## src/rtl/muldiv_unit.sv

```systemverilog
// Iterative RV32M multiply/divide unit: radix-2 shift-add multiply and restoring divide,
// one bit per cycle. Divide-by-zero and signed overflow complete in a single cycle.
module muldiv_unit (
    input  logic        clk,
    input  logic        rst,
    input  logic        start,
    input  logic [2:0]  op,
    input  logic [31:0] a,
    input  logic [31:0] b,
    input  logic [4:0]  rd,
    input  logic        flush,
    output logic        busy,
    output logic        done,
    output logic [31:0] result,
    output logic [4:0]  wa,
    output logic        we
);

    localparam int unsigned XLEN = 32;

    typedef enum logic [1:0] {IDLE, CALC, DONE} state_t;

    state_t            state;
    logic [2:0]        op_q;
    logic [4:0]        rd_q;
    logic              sa_q;
    logic              sb_q;
    logic [XLEN-1:0]   opnd_q;
    logic [4:0]        cnt;
    logic [2*XLEN-1:0] acc;
    logic [XLEN-1:0]   rem;

    // Operand decode at start
    logic            a_signed;
    logic            b_signed;
    logic            sa;
    logic            sb;
    logic [XLEN-1:0] mag_a;
    logic [XLEN-1:0] mag_b;
    logic            div_zero;
    logic            div_ovf;
    logic [XLEN-1:0] special_val;

    always_comb begin
        a_signed    = (op == 3'b001) || (op == 3'b010) || (op == 3'b100) || (op == 3'b110);
        b_signed    = (op == 3'b001) || (op == 3'b100) || (op == 3'b110);
        sa          = a_signed && a[XLEN-1];
        sb          = b_signed && b[XLEN-1];
        mag_a       = sa ? XLEN'(-a) : a;
        mag_b       = sb ? XLEN'(-b) : b;
        div_zero    = op[2] && (b == '0);
        div_ovf     = ((op == 3'b100) || (op == 3'b110)) &&
                      (a == 32'h8000_0000) && (b == 32'hFFFF_FFFF);
        special_val = div_zero ? (op[1] ? a : '1) : (op[1] ? '0 : 32'h8000_0000);
    end

    // One iteration step plus the sign-corrected result of the final step
    logic [XLEN:0]     mul_sum;
    logic [2*XLEN-1:0] mul_next;
    logic [2*XLEN-1:0] prod_fin;
    logic [XLEN:0]     rem_shift;
    logic              div_ok;
    logic [XLEN-1:0]   div_diff;
    logic [XLEN-1:0]   rem_next;
    logic [XLEN-1:0]   quo_next;
    logic [XLEN-1:0]   quo_fin;
    logic [XLEN-1:0]   rem_fin;
    logic [XLEN-1:0]   calc_result;

    always_comb begin
        mul_sum   = {1'b0, acc[2*XLEN-1:XLEN]} + (acc[0] ? {1'b0, opnd_q} : (XLEN+1)'(0));
        mul_next  = {mul_sum, acc[XLEN-1:1]};
        prod_fin  = (sa_q ^ sb_q) ? (2*XLEN)'(-mul_next) : mul_next;
        rem_shift = {rem, acc[XLEN-1]};
        div_ok    = rem_shift >= {1'b0, opnd_q};
        div_diff  = XLEN'(rem_shift - {1'b0, opnd_q});
        rem_next  = div_ok ? div_diff : rem_shift[XLEN-1:0];
        quo_next  = {acc[XLEN-2:0], div_ok};
        quo_fin   = (sa_q ^ sb_q) ? XLEN'(-quo_next) : quo_next;
        rem_fin   = sa_q ? XLEN'(-rem_next) : rem_next;
        if (op_q[2])
            calc_result = op_q[1] ? rem_fin : quo_fin;
        else
            calc_result = (op_q == 3'b000) ? prod_fin[XLEN-1:0] : prod_fin[2*XLEN-1:XLEN];
    end

    always_ff @(posedge clk or posedge rst) begin
        if (rst) begin
            state  <= IDLE;
            busy   <= 1'b0;
            done   <= 1'b0;
            we     <= 1'b0;
            result <= '0;
            wa     <= '0;
            op_q   <= '0;
            rd_q   <= '0;
            sa_q   <= 1'b0;
            sb_q   <= 1'b0;
            opnd_q <= '0;
            cnt    <= '0;
            acc    <= '0;
            rem    <= '0;
        end else begin
            done <= 1'b0;
            we   <= 1'b0;
            case (state)
                IDLE: begin
                    if (start && !flush) begin
                        op_q <= op;
                        rd_q <= rd;
                        sa_q <= sa;
                        sb_q <= sb;
                        busy <= 1'b1;
                        cnt  <= '0;
                        rem  <= '0;
                        if (div_zero || div_ovf) begin
                            state  <= DONE;
                            result <= special_val;
                            wa     <= rd;
                            done   <= 1'b1;
                            we     <= 1'b1;
                        end else begin
                            state <= CALC;
                            // Multiply adds |a| under |b| bits; divide subtracts |b| from |a| bits
                            opnd_q <= op[2] ? mag_b : mag_a;
                            acc    <= {{XLEN{1'b0}}, (op[2] ? mag_a : mag_b)};
                        end
                    end
                end
                CALC: begin
                    if (flush) begin
                        state <= IDLE;
                        busy  <= 1'b0;
                    end else begin
                        cnt <= cnt + 5'd1;
                        if (op_q[2]) begin
                            acc <= {{XLEN{1'b0}}, quo_next};
                            rem <= rem_next;
                        end else begin
                            acc <= mul_next;
                        end
                        if (cnt == 5'd31) begin
                            state  <= DONE;
                            result <= calc_result;
                            wa     <= rd_q;
                            done   <= 1'b1;
                            we     <= 1'b1;
                        end
                    end
                end
                DONE: begin
                    state <= IDLE;
                    busy  <= 1'b0;
                end
                default: begin
                    state <= IDLE;
                    busy  <= 1'b0;
                end
            endcase
        end
    end

endmodule
```

## config.mk

```make
export PLATFORM = sky130hd
export DESIGN_NAME = muldiv_unit
export DESIGN_NICKNAME = d
export VERILOG_FILES = /design/src/rtl/muldiv_unit.sv
export SDC_FILE = /design/constraint.sdc
export NUM_CORES = 1
export LEC_CHECK = 0
export ABC_CLOCK_PERIOD_IN_PS = 6200
export BUFFER_PORTS_ARGS = -buffer_cell sky130_fd_sc_hd__buf_2
export CAP_MARGIN = 25
export CORE_MARGIN = 3
export CORE_UTILIZATION = 40
export CTS_CLUSTER_DIAMETER = 100
export DETAILED_ROUTE_END_ITERATION = 16
export HOLD_SLACK_MARGIN = 0.02
export SLEW_MARGIN = 5
export SYNTH_ARGS = -nofsm -noshare
export SYNTH_HDL_FRONTEND = slang
export SYNTH_SLANG_ARGS = --single-unit
export TNS_END_PERCENT = 30
```

## constraint.sdc

```tcl
create_clock -name clk -period 6.2 [get_ports clk]
set_input_delay 0.31 -clock clk [delete_from_list [all_inputs] [get_ports clk]]
set_output_delay 0.31 -clock clk [all_outputs]
set_load 0.02 [all_outputs]
```

==> metrics.md, run 1 <==
| Metric | Value |
|---|---|
| Max Cap Violations | `0` |
| Root Buffer Master | `clkbuf_16` |
| Post-detailed-route count of antenna-violating nets | `0` |
| Most repeated cell in the gate-level netlist after synthesis | `nand2_1` |
| Smallest setup slack after layout | `295 ps` |
| HP Class | `in -> async` |
| Number of violations reported at the end of detailed-routing iteration 0 | `approximately 2,300` |
| Final Slew Violations | `0` |
| Final hold violation count | `0` |
| Last weighted congestion value of the routability-driven placer | `between 0.9 and 1` |
| TritonCTS clock tree | `done` |
| Top-Level Pins | `116` |
| Number of global-route vias before repair | `17,718` |
| Top post-synthesis cells by area | `dfrtp_1 25%, a21oi_1 7.2%, o21ai_0 6.5%` |
| Worst-case clock buffer depth | `2` |
| Detailed-route wire length | `between 70,000 and 80,000 um` |
| Number of failing setup endpoints in the final timing report | `0` |
| Number of buffers inserted by post-CTS setup repair | `0` |
| Starting density of the core | `40.8%` |
| Worst-path cell chain | `inv_1 > nor2_1 > ha_1 > a21oi_1 > o21ai_0 > a211oi_2 > o21ai_2 > a21oi_1 > xor2_1 > buf_4 > nand4b_1 > nor3_1 > nor2_1 > nor4_1 > o211ai_1 > a31oi_1` |
| Remaining routing DRC violations | `0` |
| Clock slew seen by the registers of the worst setup and hold paths | `80 ps` |
| First-pass GRT wire length | `about 110,000 um` |
| Detailed-route vias per instance | `6.22` |
| Vias | `between 15,000 and 20,000` |
| Type of origin of the critical path | `register` |
| Yosys reg bits | `184` |
| Clock network latency to the later pin of the worst-skew pair | `480 ps` |
| Synth Cell Area | `between 15,000 and 20,000 sq um` |
| Power Density | `436 nW/um^2` |
| Initial antenna violation count | `5` |
| Hold slack | `17.9 ps` |
| Area growth from synthesis to layout | `9.14%` |
| Die Footprint | `48,100 sq um` |
| Core Box Area | `44,600 sq um` |
| Drt first pass iters | `6` |
| CP required | `6600 ps` |
| Total negative slack for setup checks | `0 ps` |
| Worst max-slew margin expressed relative to the limit | `roughly 30%` |
| Final critical path time including I/O delays and setup | `5900 ps` |
| Clock tree sinks | `184` |
| Element type at the critical path end | `register` |
| Actual transition at the worst max-transition pin | `1050 ps` |
| Total number of H-tree levels | `4` |
| Count of flip-flops with a built-in enable after synthesis | `0` |
| Synth Instances | `2,479` |
| Slowest-stage cell, CP | `nor4_1` |
| Clock skew | `19.5 ps` |
| Mean routed wirelength per cell | `around 25 um` |
| Kind of critical path | `reg -> reg` |
| Max Fclk | `between 0.15 and 0.2 GHz` |
| Worst-path maximum fanout | `19` |
| Total power | `8.65 mW` |
| Static leakage | `8.48 nW` |
| Worst voltage drop across the vdd grid | `approximately 320 uV` |
| Net count, final | `2,639` |
| Synthesis Warnings | `0` |
| Fraction of the yosys area taken by sequential cells | `25.3%` |
| Final period utilization | `95.2%` |
| Fraction of layout cells with a size suffix above 1 | `10.3%` |
| Residual overflow from global routing | `0` |
| Maximum number of pins on one net before global-route repair | `121` |
| Global routing usage summed across all routing layers | `a little under a third` |
| List of most frequent post-synthesis cells | `309 x nand2_1, 283 x nor2_1, 260 x a21oi_1, 235 x o21ai_0, 184 x dfrtp_1` |
| Fraction of synthesized cell area taken by the top area cell type | `25.3%` |
| Count of port buffers added during placement | `115` |
| Floorplan row count | `77` |
| Num CTS Buffers | `17` |
| Nets in the synthesized netlist | `about 2,600` |
| Count of distinct cell types in the synthesized netlist | `94` |
| Async S/R FF share, synth | `100%` |
| Status | `finished clean` |
| Horiz. Die Dim | `~220 um` |
| Arrival @ worst endpoint | `6300 ps` |
| Cell taking the most area after synthesis | `dfrtp_1` |
| Prevailing post-synth register cell | `dfrtp_1` |
| Worst setup slack before clock tree synthesis | `between 300 and 400 ps` |
| Crit-path max cell delay | `660 ps` |
| Post-synthesis area per instance | `7.34 sq um` |
| Die H | `219 um` |
| HPWL reported at the end of detailed placement | `59,600 um` |
| RSZ-0062 raised after global routing | `no` |
[cells by family (layout without fill, tap and decap cells)]
| logic type | count (synthesis) | count (layout) | share of synthesized area (%) |
|---|---|---|---|
| other | 0 | 2 | 0 |
| AND/OR/NAND/NOR | 867 | 867 | 21.7 |
| buffers and inverters | 244 | 267 | 5.23 |
| multiplexers | 73 | 73 | 4.12 |
| AO/OA/AOI/OAI | 829 | 829 | 28.4 |
| flip-flops | 184 | 184 | 25.3 |
| adder cells (fa/ha/maj) | 74 | 74 | 5.17 |
| XOR/XNOR | 208 | 208 | 10.0 |
[flip-flops by register name (all words and copies together), names as in the netlist, 3 cells and up]
signal,count
opnd_q,32
cnt,5
op_q,3
acc,64
rd_q,5
wa,5
result,32
rem,32
[area by class of cell]
| class | count | area (sq um) |
|---|---|---|
| diodes | 2 | 5.00 |
| clock buffers | 19 | 433 |
| clock inverters | 13 | 158 |
| fillers | 4597 | 24700 |
| inverters | 77 | 297 |
| multi-input cells | 2051 | 12700 |
| flip-flops and latches | 184 | 4610 |
| well taps | 592 | 741 |
| repair buffers | 158 | 928 |
[per-layer routing]
metal / GRT usage [%] / vias to the layer above / part of all wire [%]
met5: 0 / - / 0
met4: 8.55 / 0 / 2.4
met3: 6.56 / 107 / 9.4
met2: 48.3 / 961 / 44
met1: 43.7 / 9273 / 44
li1: - / 8925 / -
[cell usage in the layout, fill, tap and decap left out, drive strengths merged, types with 7 or more instances in the layout]
cell type	Yosys	routed
nand3	39	39
a21o	27	27
nor2	284	284
or3	28	28
a211oi	28	28
a31o	7	7
o31a	7	7
o21ai	248	248
or2	10	10
a21oi	260	260
buf	34	158
ha	72	72
nor2b	12	12
dfrtp	184	184
nor3	49	49
and2	22	22
and3	15	15
a31oi	40	40
a221oi	14	14
o21bai	11	11
o21a	17	17
nand2	309	309
o41ai	12	12
o211ai	32	32
mux2i	58	58
or4	8	8
clkbuf	133	19
xnor2	121	121
nand4b	7	7
o31ai	46	46
xor2	87	87
mux2	15	15
nand4	26	26
inv	76	84
nand2b	12	12
nor4	26	26
a41oi	10	10
[power by group]
part | leakage (nW) | switching, mW | internal, mW | total [mW]
clock network | 0.292 | 0.564 | 0.608 | 1.17
logic | 5.76 | 3.81 | 1.99 | 5.81
registers | 2.43 | 0.283 | 1.39 | 1.67
[per-stage QoR]
stage                     std cells  utilization (%)  instance area [sq um]
after global routing           3094             44.5                  19900
after detailed placement       3059             43.1                  19200
after global placement         3058             43.1                  19200
after floorplan                2479                -                  18200
after CTS                      3091             44.4                  19800
final                          3096             44.5                  19900
[path summary, 6_finish.rpt]
kind                                  from          to  slack [ps]  depth (start not counted)
worst max-delay path                acc[0]  result[21]         300                         16
worst min register to register  opnd_q[22]  opnd_q[22]         490                          2
worst max register to register      acc[0]  result[21]         300                         16
min in group clk                     rd[1]     rd_q[1]          80                          2
max in group asynchronous              rst     acc[43]        4630                          3
worst min-delay path                   rst     acc[52]          20                          2
[worst max-delay path: cells and delay by family (launching register included)]
family / cells / cell delay (ps)
AO/OA/AOI/OAI: 7 / 1980
AND/OR/NAND/NOR: 5 / 1880
buffers and inverters: 2 / 800
adder cells (fa/ha/maj): 1 / 500
flip-flops: 1 / 460
XOR/XNOR: 1 / 200
[timing repair]
| action | 4_1_cts | 5_1_grt |
|---|---|---|
| resized for setup | 0 | 1 |
| hold buffers | 0 | 0 |
| setup endpoints to repair | 0 | 5 |
Note: power is estimated with default switching activity, not from simulation.
==> run 2: changes to the inputs <==
MAX_ROUTING_LAYER = met4   (was unset)
==> run 2 against run 1 <==
Sequential cell count stayed put. Routed wire length fell by 0.15%. Fmax grew 2.2%. Via count decreased by 0.56%. Hold slack improved by 34 ps. Sequential power hardly changed. Design area about the same. Count of clock-buffer cells in the layout stayed put. Clock skew barely moved. Cell count down 0.16%. Critical path depth stayed put. Combinational power barely moved. Largest cell class unchanged. Largest power group unchanged.
==> metrics.md, run 2 (synthesis gave the netlist of run 1 again) <==
| Metric | Value |
|---|---|
| Root Buffer Master | `clkbuf_16` |
| Element type at the critical path end | `register` |
| Area growth from synthesis to layout | `9.07% (about the same)` |
| Worst hold path depth | `2` |
| Number of violations reported at the end of detailed-routing iteration 0 | `2,204 (-2.3%)` |
| TritonCTS clock tree | `done` |
| Count of hold buffers inserted by post-cts repair | `1 (+1)` |
| Worst voltage drop across the vdd grid | `361 uV (+14%)` |
| Global routing usage summed across all routing layers | `32.1% (+1.0 points)` |
| Mean routed wirelength per cell | `24.6 um (about the same)` |
| Fraction of layout cells with a size suffix above 1 | `10.1% (-0.22 points)` |
| Worst-case clock buffer depth | `2 (unchanged)` |
| Final hold violation count | `0 (unchanged)` |
| Detailed-route wire length | `75,900 um (-0.15%)` |
| Comb pwr share | `67.2% (about the same)` |
| CTS-repair resized insts | `0 (unchanged)` |
| RSZ-0062 raised after global routing | `no` |
| Remaining routing DRC violations | `0 (unchanged)` |
| Max reg flops | `64 (unchanged)` |
| Last weighted congestion value of the routability-driven placer | `1.01 (+1.8%)` |
| Static leakage | `8.46 nW (-0.23%)` |
| Vias | `19,159 (-0.56%)` |
| Crit-path max cell delay | `640 ps (-20 ps)` |
| Number of filler instances in the final layout | `4,558 (-0.85%)` |
| HP Class | `in -> reg` |
| Max Fclk | `0.173 GHz (+2.2%)` |
| Floorplan row count | `77 (unchanged)` |
| Start point of the worst hold path | `flush` |
| Number of global-route vias before repair | `17,276 (-2.5%)` |
| R2R Path Start | `acc[0]` |
| Min-Delay Endpoint | `state[0]` |
| HPWL reported at the end of detailed placement | `59,700 um (+0.17%)` |
| Worst-path cell chain | `inv_1 > nor2_1 > ha_1 > a21oi_1 > o21ai_0 > a211oi_2 > o21ai_2 > a21oi_1 > xor2_1 > buf_4 > nand4b_1 > or4_1 > nand2_1 > xnor2_1 > a2111oi_0 > nor2_1` |
| CP required | `6590 ps (about the same)` |
| Final critical path time including I/O delays and setup | `5780 ps (-128 ps)` |
| Arrival @ worst endpoint | `6160 ps (-140 ps)` |
| Commonest non-fill, non-tap cell in the layout | `nand2_1` |
| Clock network latency to the later pin of the worst-skew pair | `510 ps (+30 ps)` |
| Kind of critical path | `reg -> reg` |
| Final period utilization | `93.2% (-2.1 points)` |
| Power Density | `435 nW/um^2 (-0.12%)` |
| Final Slew Violations | `0 (unchanged)` |
| Clock tree sinks | `184 (unchanged)` |
| Horiz. Die Dim | `219 um (unchanged)` |
| Commonest cells after routing, fill and taps aside | `307 x nand2_1, 282 x nor2_1, 260 x a21oi_1` |
| Capturing point of the worst reg2reg path | `result[24]` |
| Drt first pass iters | `6 (unchanged)` |
| Hold slack | `52.3 ps (+34.3 ps)` |
| Internal reg-to-reg setup slack | `420 ps (+130 ps)` |
| Worst-path maximum fanout | `19 (unchanged)` |
| Num CTS Buffers | `17 (unchanged)` |
| Count of port buffers added during placement | `115 (unchanged)` |
| Slowest-stage cell, CP | `or4_1` |
| Total power | `8.63 mW (-0.18%)` |
| Worst max-slew margin expressed relative to the limit | `27.3% (-2.6 points)` |
| Starting density of the core | `40.8% (unchanged)` |
| Top-Level Pins | `116 (unchanged)` |
| Number of instances in the placed design | `3,056 (-0.098%)` |
| Number of buffers inserted by post-CTS setup repair | `0 (unchanged)` |
| Total number of H-tree levels | `4 (unchanged)` |
| Residual overflow from global routing | `0 (unchanged)` |
| Total negative slack for setup checks | `0 ps (unchanged)` |
| First-pass GRT wire length | `112,000 um (-0.86%)` |
| Net count, final | `2,635 (-0.15%)` |
| Max Cap Violations | `0 (unchanged)` |
| Fin util | `44.5% (about the same)` |
| Clock network power share | `13.4% (-0.2 points)` |
| Post-detailed-route count of antenna-violating nets | `0 (unchanged)` |
| Depth of the worst register-to-register path | `16 (unchanged)` |
| Die Footprint | `48,100 sq um (unchanged)` |
| Final non-filler cell total | `3,091 (-0.16%)` |
| Actual transition at the worst max-transition pin | `1090 ps (+39.6 ps)` |
| Power Internal | `3.99 mW (about the same)` |
| Clock skew | `19.9 ps (+0.361 ps)` |
| Initial antenna violation count | `8 (+3)` |
| Maximum number of pins on one net before global-route repair | `116 (-4.1%)` |
| Clock slew seen by the registers of the worst setup and hold paths | `80 ps (about the same)` |
| Switching part of the total | `53.8% (-0.069 points)` |
| Status | `finished clean` |
| Number of failing setup endpoints in the final timing report | `0 (unchanged)` |
| Die H | `219 um (unchanged)` |
| Type of origin of the critical path | `register` |
| Fraction of power consumed by sequential logic | `19.3% (about the same)` |
| Detailed-route vias per instance | `6.20 (-0.39%)` |
| Most flops, register | `acc` |
| Switching power | `4.65 mW (-0.31%)` |
| Core Box Area | `44,600 sq um (unchanged)` |
## run 2: critical path: cells and delay by family, from the launching register on
kind,cells,cell delay [ps]
compound gates,6,2200
simple gates,5,1360
buf+inv,2,800
fa+ha+maj,1,530
flops,1,460
xor+xnor,2,280
## run 2: per-layer routing
layer,track usage (%),up-vias,share of wire (%)
li1,-,8904,-
met1,44.8,9285,45
met2,47.3,878,43
met3,6.69,92,9.0
met4,8.43,0,2.5
met5,-,-,0
## run 2: worst max path at each step
stage               cells past startpoint  slack [ps]    start          to
CTS                                    16         530   acc[0]  result[24]
finish                                 16         420   acc[0]  result[24]
floorplan                              24         790  rem[25]  result[28]
global route                           16         180   acc[0]  result[30]
detailed placement                     16         590   acc[0]  result[24]
global placement                       15         600   acc[0]  result[30]
## run 2: final cells by class
cell class                 count  area [sq um]  area share, %
timing repair buffer         154           930           4.68
antenna                        2          5.00         0.0252
inverter                      77           297           1.49
clock inverter                12           144          0.725
multi-input combinational   2051         12700           64.0
clock buffer                  19           433           2.18
sequential                   184          4610           23.2
tap                          592           741           3.73
## run 2: stage by stage
step	setup slack [ps]	area, sq um
3_3_place_gp	600	19200
4_1_cts	530	19800
2_1_floorplan	791	18200
6_report	423	19800
5_1_grt	177	19800
3_5_place_dp	589	19200
## run 2: power by group through the flow
stage	clock [mW]	combinational, mW	sequential (mW)
finish	1.16	5.80	1.67
global route	1.22	6.25	1.70
CTS	1.18	5.64	1.66
detailed placement	0	5.60	1.68
global placement	0	5.61	1.67
floorplan	0	4.09	1.52
